File: config.mk
export PLATFORM = sky130hd
export DESIGN_NAME = pe_net_if
export DESIGN_NICKNAME = d
export VERILOG_FILES = /design/src/rtl/noc_pkg.sv /design/src/rtl/sync_fifo.sv /design/src/rtl/pe_net_if.sv
export SDC_FILE = /design/constraint.sdc
export NUM_CORES = 1
export LEC_CHECK = 0
export ABC_AREA = 1
export ABC_CLOCK_PERIOD_IN_PS = 8880
export BUFFER_PORTS_ARGS = -buffer_cell sky130_fd_sc_hd__buf_2
export CORE_MARGIN = 2
export CORE_UTILIZATION = 24
export DETAILED_ROUTE_END_ITERATION = 6
export GPL_ROUTABILITY_DRIVEN = 0
export SYNTH_ARGS = -nofsm -noshare
export SYNTH_HDL_FRONTEND = slang
export SYNTH_SLANG_ARGS = --single-unit
File: constraint.sdc
create_clock -name i_sclk -period 8.88 [get_ports i_sclk]
set_input_delay 0.888 -clock i_sclk [delete_from_list [all_inputs] [get_ports i_sclk]]
set_output_delay 0.888 -clock i_sclk [all_outputs]
set_load 0.02 [all_outputs]
File: src/rtl/noc_pkg.sv
// rtl/noc_pkg.sv - shared flit layout constants and helpers for the butterfly-tree NoC
// Purpose: one place for the flit format {dest, payload} (dest in the MSBs) and
//          the statistics counter width, so every NoC block agrees on the layout.
// Ports:   none (package).
package noc_pkg;

    localparam int DATA_W   = 36;
    localparam int ADDR_W   = 4;
    localparam int PW       = DATA_W - ADDR_W;
    localparam int ADDR_MSB = DATA_W - 1;
    localparam int CNT_W    = 16;

    // Destination field of a flit at the default flit geometry.
    function automatic logic [ADDR_W-1:0] get_dest(input logic [DATA_W-1:0] flit);
        return flit[ADDR_MSB -: ADDR_W];
    endfunction

endpackage

File: src/rtl/sync_fifo.sv
// rtl/sync_fifo.sv - single-clock FIFO with wrap-bit full/empty detection
// Purpose: small register-based FIFO used for both the TX flit queue and the
//          RX payload queue of the leaf network interface.
// Ports:
//   i_clk    clock, rising edge
//   i_rst_n  asynchronous active-low reset; empties the FIFO
//   i_push   write i_din (ignored when full)
//   i_din    write data
//   i_pop    drop the head entry (ignored when empty)
//   o_dout   head entry; undefined content while empty
//   o_full   no free entry
//   o_empty  no entry
module sync_fifo #(
    parameter int Width = 8,
    parameter int Depth = 4
) (
    input  logic             i_clk,
    input  logic             i_rst_n,
    input  logic             i_push,
    input  logic [Width-1:0] i_din,
    input  logic             i_pop,
    output logic [Width-1:0] o_dout,
    output logic             o_full,
    output logic             o_empty
);

    localparam int AW = $clog2(Depth);

    // One extra MSB per pointer distinguishes full from empty when the
    // index bits match.
    logic [AW:0]      wr_ptr_q, wr_ptr_d;
    logic [AW:0]      rd_ptr_q, rd_ptr_d;
    logic [Width-1:0] mem_q [Depth];
    logic             do_push;
    logic             do_pop;

    always_comb begin
        o_empty  = (wr_ptr_q == rd_ptr_q);
        o_full   = (wr_ptr_q[AW] != rd_ptr_q[AW]) &&
                   (wr_ptr_q[AW-1:0] == rd_ptr_q[AW-1:0]);
        do_push  = i_push && !o_full;
        do_pop   = i_pop && !o_empty;
        wr_ptr_d = do_push ? wr_ptr_q + 1'b1 : wr_ptr_q;
        rd_ptr_d = do_pop  ? rd_ptr_q + 1'b1 : rd_ptr_q;
        o_dout   = mem_q[rd_ptr_q[AW-1:0]];
    end

    always_ff @(posedge i_clk or negedge i_rst_n) begin
        if (!i_rst_n) begin
            wr_ptr_q <= '0;
            rd_ptr_q <= '0;
        end else begin
            wr_ptr_q <= wr_ptr_d;
            rd_ptr_q <= rd_ptr_d;
        end
    end

    // Storage needs no reset: outputs of the interface are masked by valid.
    always_ff @(posedge i_clk) begin
        if (do_push) begin
            mem_q[wr_ptr_q[AW-1:0]] <= i_din;
        end
    end

endmodule

File: src/rtl/pe_net_if.sv
// rtl/pe_net_if.sv - leaf network interface between one PE and one tree leaf port
// Purpose: packs PE payloads into {dest, payload} flits towards the tree,
//          filters flits arriving from the tree by destination and queues the
//          payloads for the PE. Self-addressed flits loop back internally.
// Ports:
//   i_sclk, i_reset                   clock / asynchronous active-low reset
//   i_pe_tx_data/dest/valid, o_pe_tx_ready      PE -> interface
//   o_net_data/_valid, i_net_data_ready         interface -> tree
//   i_net_data/_valid, o_net_data_ready         tree -> interface
//   o_pe_rx_data/valid, i_pe_rx_ready           interface -> PE
//   o_tx_count, o_rx_count            flits sent to tree / payloads queued for PE
//   o_misroute                        sticky: a flit for another address arrived
module pe_net_if
    import noc_pkg::*;
#(
    parameter int DataWidth = DATA_W,
    parameter int AddrWidth = ADDR_W,
    parameter int MyAddr    = 0,
    parameter int TxDepth   = 2,
    parameter int RxDepth   = 4
) (
    input  logic                           i_sclk,
    input  logic                           i_reset,
    input  logic [DataWidth-AddrWidth-1:0] i_pe_tx_data,
    input  logic [AddrWidth-1:0]           i_pe_tx_dest,
    input  logic                           i_pe_tx_valid,
    output logic                           o_pe_tx_ready,
    output logic [DataWidth-1:0]           o_net_data,
    output logic                           o_net_data_valid,
    input  logic                           i_net_data_ready,
    input  logic [DataWidth-1:0]           i_net_data,
    input  logic                           i_net_data_valid,
    output logic                           o_net_data_ready,
    output logic [DataWidth-AddrWidth-1:0] o_pe_rx_data,
    output logic                           o_pe_rx_valid,
    input  logic                           i_pe_rx_ready,
    output logic [CNT_W-1:0]               o_tx_count,
    output logic [CNT_W-1:0]               o_rx_count,
    output logic                           o_misroute
);

    localparam int PldW = DataWidth - AddrWidth;
    localparam logic [AddrWidth-1:0] MY_ADDR = AddrWidth'(MyAddr);

    // Readies are held low during reset and rise on the first clock after
    // release; this flop gates them.
    logic             ready_en_q, ready_en_d;
    logic [CNT_W-1:0] tx_count_q, tx_count_d;
    logic [CNT_W-1:0] rx_count_q, rx_count_d;
    logic             misroute_q, misroute_d;

    logic [DataWidth-1:0] tx_din, tx_dout;
    logic                 tx_push, tx_pop, tx_full, tx_empty;
    logic [PldW-1:0]      rx_din, rx_dout;
    logic                 rx_push, rx_pop, rx_full, rx_empty;

    logic head_loop;
    logic net_tx_fire;
    logic net_rx_fire;
    logic net_rx_hit;
    logic net_rx_miss;
    logic loop_fire;

    sync_fifo #(
        .Width (DataWidth),
        .Depth (TxDepth)
    ) u_tx_fifo (
        .i_clk   (i_sclk),
        .i_rst_n (i_reset),
        .i_push  (tx_push),
        .i_din   (tx_din),
        .i_pop   (tx_pop),
        .o_dout  (tx_dout),
        .o_full  (tx_full),
        .o_empty (tx_empty)
    );

    sync_fifo #(
        .Width (PldW),
        .Depth (RxDepth)
    ) u_rx_fifo (
        .i_clk   (i_sclk),
        .i_rst_n (i_reset),
        .i_push  (rx_push),
        .i_din   (rx_din),
        .i_pop   (rx_pop),
        .o_dout  (rx_dout),
        .o_full  (rx_full),
        .o_empty (rx_empty)
    );

    always_comb begin
        ready_en_d = 1'b1;

        // TX enqueue
        o_pe_tx_ready = ready_en_q && !tx_full;
        tx_din        = {i_pe_tx_dest, i_pe_tx_data};
        tx_push       = i_pe_tx_valid && o_pe_tx_ready;

        // TX head: self-addressed heads never drive the tree port.
        head_loop        = !tx_empty && (get_dest(tx_dout) == MY_ADDR);
        o_net_data_valid = !tx_empty && !head_loop;
        o_net_data       = o_net_data_valid ? tx_dout : '0;
        net_tx_fire      = o_net_data_valid && i_net_data_ready;

        // RX accept is driven only by registered FIFO state.
        o_net_data_ready = ready_en_q && !rx_full;
        net_rx_fire      = i_net_data_valid && o_net_data_ready;
        net_rx_hit       = net_rx_fire && (get_dest(i_net_data) == MY_ADDR);
        net_rx_miss      = net_rx_fire && (get_dest(i_net_data) != MY_ADDR);

        // Single RX write port: the network wins, the loopback head waits.
        loop_fire = head_loop && !rx_full && !net_rx_hit;
        rx_push   = net_rx_hit || loop_fire;
        rx_din    = net_rx_hit ? i_net_data[PldW-1:0] : tx_dout[PldW-1:0];
        tx_pop    = net_tx_fire || loop_fire;

        // RX dequeue
        o_pe_rx_valid = !rx_empty;
        o_pe_rx_data  = o_pe_rx_valid ? rx_dout : '0;
        rx_pop        = o_pe_rx_valid && i_pe_rx_ready;

        tx_count_d = net_tx_fire ? tx_count_q + 1'b1 : tx_count_q;
        rx_count_d = rx_push     ? rx_count_q + 1'b1 : rx_count_q;
        misroute_d = misroute_q || net_rx_miss;

        o_tx_count = tx_count_q;
        o_rx_count = rx_count_q;
        o_misroute = misroute_q;
    end

    always_ff @(posedge i_sclk or negedge i_reset) begin
        if (!i_reset) begin
            ready_en_q <= 1'b0;
            tx_count_q <= '0;
            rx_count_q <= '0;
            misroute_q <= 1'b0;
        end else begin
            ready_en_q <= ready_en_d;
            tx_count_q <= tx_count_d;
            rx_count_q <= rx_count_d;
            misroute_q <= misroute_d;
        end
    end

endmodule
==> results of run 1 <==
-- registers in the layout, summed over array words and instances (netlist names) --
name / cells
o_rx_count: 16
o_misroute: 1
u_tx_fifo.wr_ptr_q: 2
u_tx_fifo.mem_q: 72
u_rx_fifo.rd_ptr_q: 3
u_rx_fifo.mem_q: 128
o_tx_count: 16
u_rx_fifo.wr_ptr_q: 3
u_tx_fifo.rd_ptr_q: 2
ready_en_q: 1
-- synthesized netlist by cell type (all sizes together) --
library cell	count	share of area (%)
conb	1	0.035
o22ai	32	1.9
o21ai	120	5.7
nor3	13	0.62
buf	20	1.3
or2	2	0.12
nand2	188	6.8
nand4	8	0.53
ha	7	0.83
nor2	121	4.3
a21boi	1	0.071
a21oi	4	0.19
xor2	22	1.8
nand3	24	1.3
xnor2	6	0.50
clkbuf	22	0.78
dfrtp	44	10
nand3b	2	0.14
edfxtp	200	57
o21bai	1	0.071
inv	77	2.8
mux2i	32	3.0
-- layout make-up --
| type | count | area, um2 |
|---|---|---|
| Sequential cell | 244 | 7110 |
| Fill cell | 4483 | 30400 |
| Tap cell | 585 | 732 |
| Antenna cell | 2 | 5.00 |
| Multi-Input combinational cell | 584 | 3000 |
| Clock buffer | 27 | 622 |
| Clock inverter | 17 | 179 |
| Inverter | 77 | 292 |
| Timing Repair Buffer | 188 | 956 |
-- report_power, final --
part           internal, mW  switching [mW]  total (mW)
logic                 0.546            1.42        1.97
registers              1.48           0.108        1.59
clock network         0.595           0.432        1.03
-- logic make-up (layout without fill, tap and decap cells) --
logic type / Yosys count / count (layout) / share of synthesized area (%)
and+or+nand+nor: 358 / 358 / 13.8
DFF: 244 / 244 / 67.2
AOI/OAI and AO/OA: 158 / 158 / 7.91
buffers and inverters: 119 / 309 / 4.81
muxes: 32 / 32 / 3.03
xor gates and xnor gates: 28 / 28 / 2.32
adders and majority gates: 7 / 7 / 0.828
other: 1 / 3 / 0.0355
-- layer usage --
metal,up-vias,global-route usage (%),share of wire [%]
met3,42,1.71,4.7
met1,3567,15.8,44
met4,8,3.33,1.8
met5,-,0,0.20
li1,3598,-,-
met2,178,19.7,49
-- worst paths after layout --
check,depth (start not counted),to,start
min in group asynchronous,1,o_tx_count[10],i_reset
worst min register to register,1,o_misroute,o_misroute
worst max-delay path,8,o_pe_rx_data[23],u_rx_fifo.rd_ptr_q[1]
max in group asynchronous,1,u_rx_fifo.rd_ptr_q[0],i_reset
worst min-delay path,1,o_misroute,o_misroute
worst max register to register,8,u_rx_fifo.mem_q[1][30],u_rx_fifo.rd_ptr_q[1]
-- critical path, cell delays in order (launching register included) --
cell and delay, ns:
dfrtp_1 1.15, inv_2 0.58, nand2_1 0.20, nand2_1 0.11, nand4_1 0.09, buf_4 0.37, nand2_1 0.16, inv_1 0.07
buf_2 0.17
-- placed cells by master, fill, tap and decap left out, drive strengths merged --
| master | n |
|---|---|
| edfxtp | 200 |
| nand2 | 188 |
| buf | 188 |
| nor2 | 121 |
| o21ai | 120 |
| inv | 77 |
| dfrtp | 44 |
| o22ai | 32 |
| mux2i | 32 |
| clkbuf | 27 |
| nand3 | 24 |
| xor2 | 22 |
| nor3 | 13 |
| clkinv | 13 |
| nand4 | 8 |
| ha | 7 |
| xnor2 | 6 |
| a21oi | 4 |
| bufinv | 3 |
| diode | 2 |
| or2 | 2 |
| nand3b | 2 |
| a21boi | 1 |
| o21bai | 1 |
| clkinvlp | 1 |
| conb | 1 |
==> impl_metrics.yaml, run 1 <==
sta:
  hold_slack_ns: 0.474
  tightestPinTransition_ns: 1.22
  slew_violations: 0
  finClkSkew_ns: 0.0225
  timing.final.crit_share_pct: 48.9
  hold_violations: 0
  fin_crit_ns: 4.34
  postLayoutSetupSlackWorst_ns: 4.54
  relSlewSlack_pct: 18.5
  setup_violations: 0
  max_freq_ghz: 0.230
  setup-tns-final_ns: 0
  rsz0062_at_grt: "false"
pwr:
  p_per_area_nw_per_um2: 355
  power_mw: 4.58
  irDropWorstVdd_mv: 0.157
  leakagePower_nw: 5.12
min_path:
  hold_class: "reg2reg"
floorplanning:
  die-area_um2: 45700
  io_pins: 183
  die_w_um: 214
  fp-row-count: 76
  coreArea_um2: 43300
  start_util_pct: 24.4
  die_height_um: 214
clocking:
  cts_made_buffers: 24
  cts_resized: 0
  cts_tree: "done"
  ctsHoldBuffers: 0
  htreeDepth: 1
  clock_path_buffers: 3
  clk_pin_slew_ns: 0.07
  clk_latency_ns: 0.54
  post_cts_buffers: 0
  cts-root-buf: "clkbuf_16"
  clock-sinks: 244
critical_path:
  path_max_fanout: 35
  critPathLaunchType: "flop"
  crit_path_end_kind: "primary output"
  worstSetupPathType: "reg2out"
  cp_data_required_time_ns: 7.99
  arrival_ns: 3.45
  rrSetupSlack_ns: 4.59
placement:
  dp.cells: 1678
  place_hpwl_mm: 19.1
  placed_area_um2: 12100
  dp_worst_setup_slack_ns: 4.54
  io_buffers: 182
global_route:
  grtUsageTotal_pct: 11.8
  grt_max_degree: 68
  grt_overflow_total: 0
  grt_pass1_wl_mm: 41.0
  grt_pass1_vias: 7140
  antenna_found_initial: 6
route:
  first_pass_iters: 5
  drtAntennaViolNets: 0
  wl_per_cell_um: 16.0
  routed_wl_mm: 27.6
  vias: 7393
  drc: 0
  drt_iter0_markers: 537
  vias_per_cell: 4.29
final_layout:
  syn2layout_area_growth_pct: 22.0
  fin_cells: 1724
  layout.nets: 1204
  fin_util_pct: 29.8
  drive_gt1_share_pct: 22.1
  design_area_um2: 12900
synthesis:
  ys_ff_latch: 244
  netlist-cell-type-count: 33
  syn_inst: 947
  syn_area_um2: 10600
  synth-seq-area-share_pct: 67.2
  yosysWarnings: 0
  avgSynthCellArea_um2: 11.2
  syn-num-nets: 1032
run:
  drv_cap: 0
outcome:
  status: "complete, no violations"
(Power assumes the default switching activity.)
==> inputs of run 2 (changes only) <==
Settings changed: ABC_CLOCK_PERIOD_IN_PS 8880 to 3700.
Clock period 8.88 ns to 3.7 ns, I/O delays scaled along.
==> run 2 against run 1 <==
  * Worst setup slack lost 3.7 ns
  * Register-to-register slack lost 3.2 ns
  * Via count grew 0.60%
  * Wire length grew 1.6%
  * Non-clock buffer count grew 23
  * First-iteration DRC count grew 6.5%
  * Final area grew 1.8%
  * Sequential share of layout area shrank 0.96 points
  * Critical path type unchanged
  * Highest routed layer unchanged
==> impl_metrics.yaml, run 2 (synthesized netlist as in run 1, its figures left out) <==
final_layout:
  final_common_cell: "edfxtp_1"
  fillCellCount: 4418
  layout.nets: 1229
  layout.area.seq_um2: 7110
  drive_gt1_share_pct: 22.9
  multiInputGateArea_um2: 3000
  syn2layout_area_growth_pct: 24.1
  final_cell_mix: "edfxtp_1 (200), nand2_1 (185), buf_2 (182), nor2_1 (113), o21ai_0 (109)"
  largest_register_ffs: 128
  fin_util_pct: 30.3
sta:
  fin_crit_ns: 2.87
  hold_slack_ns: 0.0260
  setup-tns-final_ns: 0
  slew_violations: 0
  relSlewSlack_pct: 44.3
  hold_violations: 0
  timing.final.crit_share_pct: 77.6
  max_freq_ghz: 0.348
  finClkSkew_ns: 0.00618
  setup_violations: 0
  tightestPinTransition_ns: 0.832
  rsz0062_at_grt: "false"
pwr:
  clockPowerShare_pct: 22.2
  switching_share_pct: 43.1
  leakagePower_nw: 5.23
  p_comb_share_pct: 43.7
  p_sw_mw: 4.75
  p_per_area_nw_per_um2: 840
  irDropWorstVdd_mv: 0.441
  seq_power_share_pct: 34.1
  internal_power_mw: 6.27
global_route:
  grt_max_degree: 66
  grtUsageTotal_pct: 11.9
  grt_overflow_total: 0
  antenna_found_initial: 4
  grt_pass1_wl_mm: 41.3
  grt_pass1_vias: 7007
floorplanning:
  start_util_pct: 24.4
  die-area_um2: 45700
  coreArea_um2: 43300
  die_w_um: 214
  fp-row-count: 76
  die_height_um: 214
  io_pins: 183
clocking:
  cts_made_buffers: 26
  clk_pin_slew_ns: 0.06
  clk_latency_ns: 0.54
  clock_path_buffers: 3
  cts_tree: "done"
  post_cts_buffers: 0
  cts-root-buf: "clkbuf_16"
  clock-sinks: 244
  htreeDepth: 1
  cts_resized: 0
critical_path:
  critPathLaunchType: "flop"
  reg2regPathDepth: 6
  path_max_fanout: 37
  crit_path_end_kind: "primary output"
  rrSetupSlack_ns: 1.40
  worstSetupPathType: "reg2out"
  arrival_ns: 2.50
  cp_data_required_time_ns: 3.33
  reg2reg_to: "u_tx_fifo.mem_q[0][12]"
  reg2reg_from: "u_tx_fifo.rd_ptr_q[1]"
route:
  drt_iter0_markers: 572
  routed_wl_mm: 28.1
  vias: 7437
  drc: 0
  drtAntennaViolNets: 0
  wl_per_cell_um: 16.0
  first_pass_iters: 5
  vias_per_cell: 4.24
min_path:
  worstHoldStart: "i_pe_tx_dest[3]"
  hold_class: "in2reg"
  hold_end: "u_tx_fifo.mem_q[0][35]"
  hold_depth: 1
placement:
  io_buffers: 182
  place_hpwl_mm: 19.8
outcome:
  status: "complete, no violations"
run:
  drv_cap: 0
## run 2: how the worst max path moves through the flow
stage,startpoint,endpoint
global placement,i_net_data[33],u_rx_fifo.mem_q[3][15]
detailed placement,u_tx_fifo.rd_ptr_q[1],u_tx_fifo.mem_q[0][14]
floorplan,i_net_data[33],u_rx_fifo.mem_q[3][0]
finish,u_tx_fifo.rd_ptr_q[0],o_net_data[2]
CTS,u_tx_fifo.rd_ptr_q[0],o_net_data[18]
global route,u_tx_fifo.rd_ptr_q[0],o_net_data[18]
## run 2: layer usage
layer  vias up  wire length, um  GRT usage, %
met3        44             1380          1.68
met4         4              705          4.00
li1       3652                -             -
met2       186            13300          19.2
met1      3551            12600          16.4
met5         -               27             0
## run 2: timing repair
item	CTS	global route
setup endpoints to repair	0	0
endpoints found under the hold margin	62	0
hold buffers	11	0
## run 2: final cells by class
class / instances / area share [%]
tap: 585 / 5.58
timing repair buffer: 211 / 8.90
antenna: 3 / 0.0572
clock buffer: 28 / 5.01
clock inverter: 20 / 1.18
sequential: 244 / 54.2
multi-input combinational: 584 / 22.9
inverter: 77 / 2.22
## run 2: per-stage QoR
step           instances  setup WS (ns)  cell area, um2  power, mW
6_report            1752          0.827           13100       11.0
4_1_cts             1749          0.773           13100       11.2
2_1_floorplan        947          0.636           10600       6.93
3_5_place_dp        1690           1.35           12200       8.71
5_1_grt             1751          0.607           13100       11.7
3_3_place_gp        1690           1.35           12200       8.65
## run 2: power by group through the flow
stage | Combinational (mW) | Sequential (mW) | Clock [mW]
2_1_floorplan | 3.09 | 3.84 | 0
3_3_place_gp | 4.85 | 3.80 | 0
3_5_place_dp | 4.90 | 3.81 | 0
4_1_cts | 4.92 | 3.76 | 2.52
5_1_grt | 5.34 | 3.79 | 2.62
6_report | 4.82 | 3.76 | 2.45
## run 2: worst max-delay path, stage by stage, from the launching register on
cell	delay, ns
dfrtp_2	0.43
inv_2	0.08
nand2_1	0.08
nand2_1	0.06
nor2_2	0.23
nand2_4	0.10
nand2_2	0.60
nor2_1	0.14
buf_2	0.21
==> inputs of run 3 (changes only) <==
Settings changed: ABC_CLOCK_PERIOD_IN_PS 3700 to 2700.
Clock period 3.7 ns to 2.7 ns, I/O delays scaled along.
==> run 3 against run 2 <==
  * Wire length decreased by 0.11%
  * Die area unchanged
  * Via count increased by 1.7%
  * Hold slack improved by 0.039 ns
==> impl_metrics.yaml, run 3 (synthesized netlist as in run 1, its figures left out) <==
pwr:
  p_per_area_nw_per_um2: 1150
  leakagePower_nw: 5.40
  power_mw: 15.6
  irDropWorstVdd_mv: 0.700
clocking:
  cts-root-buf: "clkbuf_16"
  cts_made_buffers: 26
  cts_tree: "done"
  clk_pin_slew_ns: 0.06
  clock-sinks: 244
  htreeDepth: 1
  clock_path_buffers: 3
  post_cts_buffers: 0
  clk_latency_ns: 0.54
sta:
  max_freq_ghz: 0.406
  relSlewSlack_pct: 51.2
  fin_crit_ns: 2.46
  slew_violations: 0
  setup_violations: 0
  rsz0062_at_grt: "false"
  postLayoutSetupSlackWorst_ns: 0.238
  hold_violations: 0
  tightestPinTransition_ns: 0.724
  finClkSkew_ns: 0.0116
  timing.final.crit_share_pct: 91.2
  setup-tns-final_ns: 0
  hold_slack_ns: 0.0649
critical_path:
  reg2regPathDepth: 8
  crit_path_end_kind: "primary output"
  path_max_fanout: 33
  cp_data_required_time_ns: 2.43
  reg2reg_to: "u_rx_fifo.mem_q[0][5]"
  reg2reg_from: "u_rx_fifo.wr_ptr_q[0]"
  crit_start: "u_tx_fifo.rd_ptr_q[0]"
  worstSetupPathType: "reg2out"
  arrival_ns: 2.19
  rrSetupSlack_ns: 0.49
  critPathLaunchType: "flop"
global_route:
  grt_pass1_vias: 7269
  antenna_found_initial: 4
  grtUsageTotal_pct: 12.1
  busiest_layer: "met2"
  met1_usage_pct: 16.7
  grtUsageMet3_pct: 1.54
  grt_overflow_total: 0
  grt_pass1_wl_mm: 42.3
  met2_usage_pct: 19.1
  grt_max_degree: 66
run:
  drv_cap: 0
final_layout:
  fin_util_pct: 31.4
  layout.nets: 1261
  drive_gt1_share_pct: 22.5
  largest_register_ffs: 128
  final_cell_mix: "edfxtp_1 (200), nand2_1 (185), buf_2 (182), nor2_1 (113), o21ai_0 (109)"
  fin_cells: 1784
  final_common_cell: "edfxtp_1"
  syn2layout_area_growth_pct: 28.4
  fillCellCount: 4422
  design_area_um2: 13600
route:
  drt_iter0_markers: 586
  vias_per_cell: 4.24
  wl_per_cell_um: 15.7
  first_pass_iters: 5
  drtAntennaViolNets: 0
  vias: 7562
  drc: 0
  routed_wl_mm: 28.0
floorplanning:
  fp-row-count: 76
  die-area_um2: 45700
  die_w_um: 214
  die_height_um: 214
  io_pins: 183
  start_util_pct: 24.4
  coreArea_um2: 43300
placement:
  dp.cells: 1695
  io_buffers: 182
  placed_area_um2: 12300
  place_hpwl_mm: 19.1
  dp_worst_setup_slack_ns: 0.460
min_path:
  hold_depth: 3
  hold_end: "u_rx_fifo.rd_ptr_q[0]"
  hold_class: "in2reg"
  worstHoldStart: "i_pe_rx_ready"
outcome:
  status: "complete, no violations"
## run 3: changes by cell type in the layout (fill, tap and decap cells not counted), sizes merged
cell,previous run,this run
clkinv,15,11
dlygate4sd3,11,38
bufinv,1,3
diode,3,4
buf,200,204
clkbuf,28,31
inv,78,76
clkinvlp,3,4
## run 3: worst max-delay path: stages (launching register included)
cell and delay (ns):
dfrtp_2 0.47, buf_6 0.38, mux2i_1 0.49, nor2_1 0.09
buf_2 0.17
## run 3: layout make-up
cell class | count | area (um2) | area share (%)
Antenna cell | 4 | 10.0 | 0.0738
Clock buffer | 30 | 687 | 5.06
Clock inverter | 17 | 174 | 1.28
Inverter | 77 | 292 | 2.15
Multi-Input combinational cell | 584 | 3020 | 22.2
Sequential cell | 244 | 7110 | 52.4
Tap cell | 585 | 732 | 5.39
Timing Repair Buffer | 243 | 1550 | 11.4
## run 3: per-layer routing
| metal | vias up | part of all wire (%) |
|---|---|---|
| met5 | - | 0 |
| li1 | 3716 | - |
| met4 | 0 | 2.9 |
| met1 | 3617 | 46 |
| met3 | 42 | 4.4 |
| met2 | 187 | 47 |
## run 3: worst max-delay path by stage
stage,end,slack [ns],depth (start not counted)
final,o_net_data[7],0.24,4
after global placement,o_net_data[23],0.49,8
after CTS,o_net_data[7],0.01,4
after detailed placement,o_net_data[2],0.46,8
after global routing,o_pe_rx_data[31],0.03,7
after floorplan,u_rx_fifo.mem_q[3][0],-0.35,9
## run 3: where the power goes
group          switching [mW]  internal [mW]
registers               0.280           4.87
logic                    4.86           1.99
clock network            1.46           2.11
total                    6.60           8.97
## run 3: what timing repair did
| item | in CTS | in global routing |
|---|---|---|
| gates resized for setup | 1 | 5 |
| endpoints found under the hold margin | 96 | 0 |
| setup endpoints to repair | 37 | 23 |
| pin swaps | 0 | 0 |
| hold buffers | 38 | 0 |
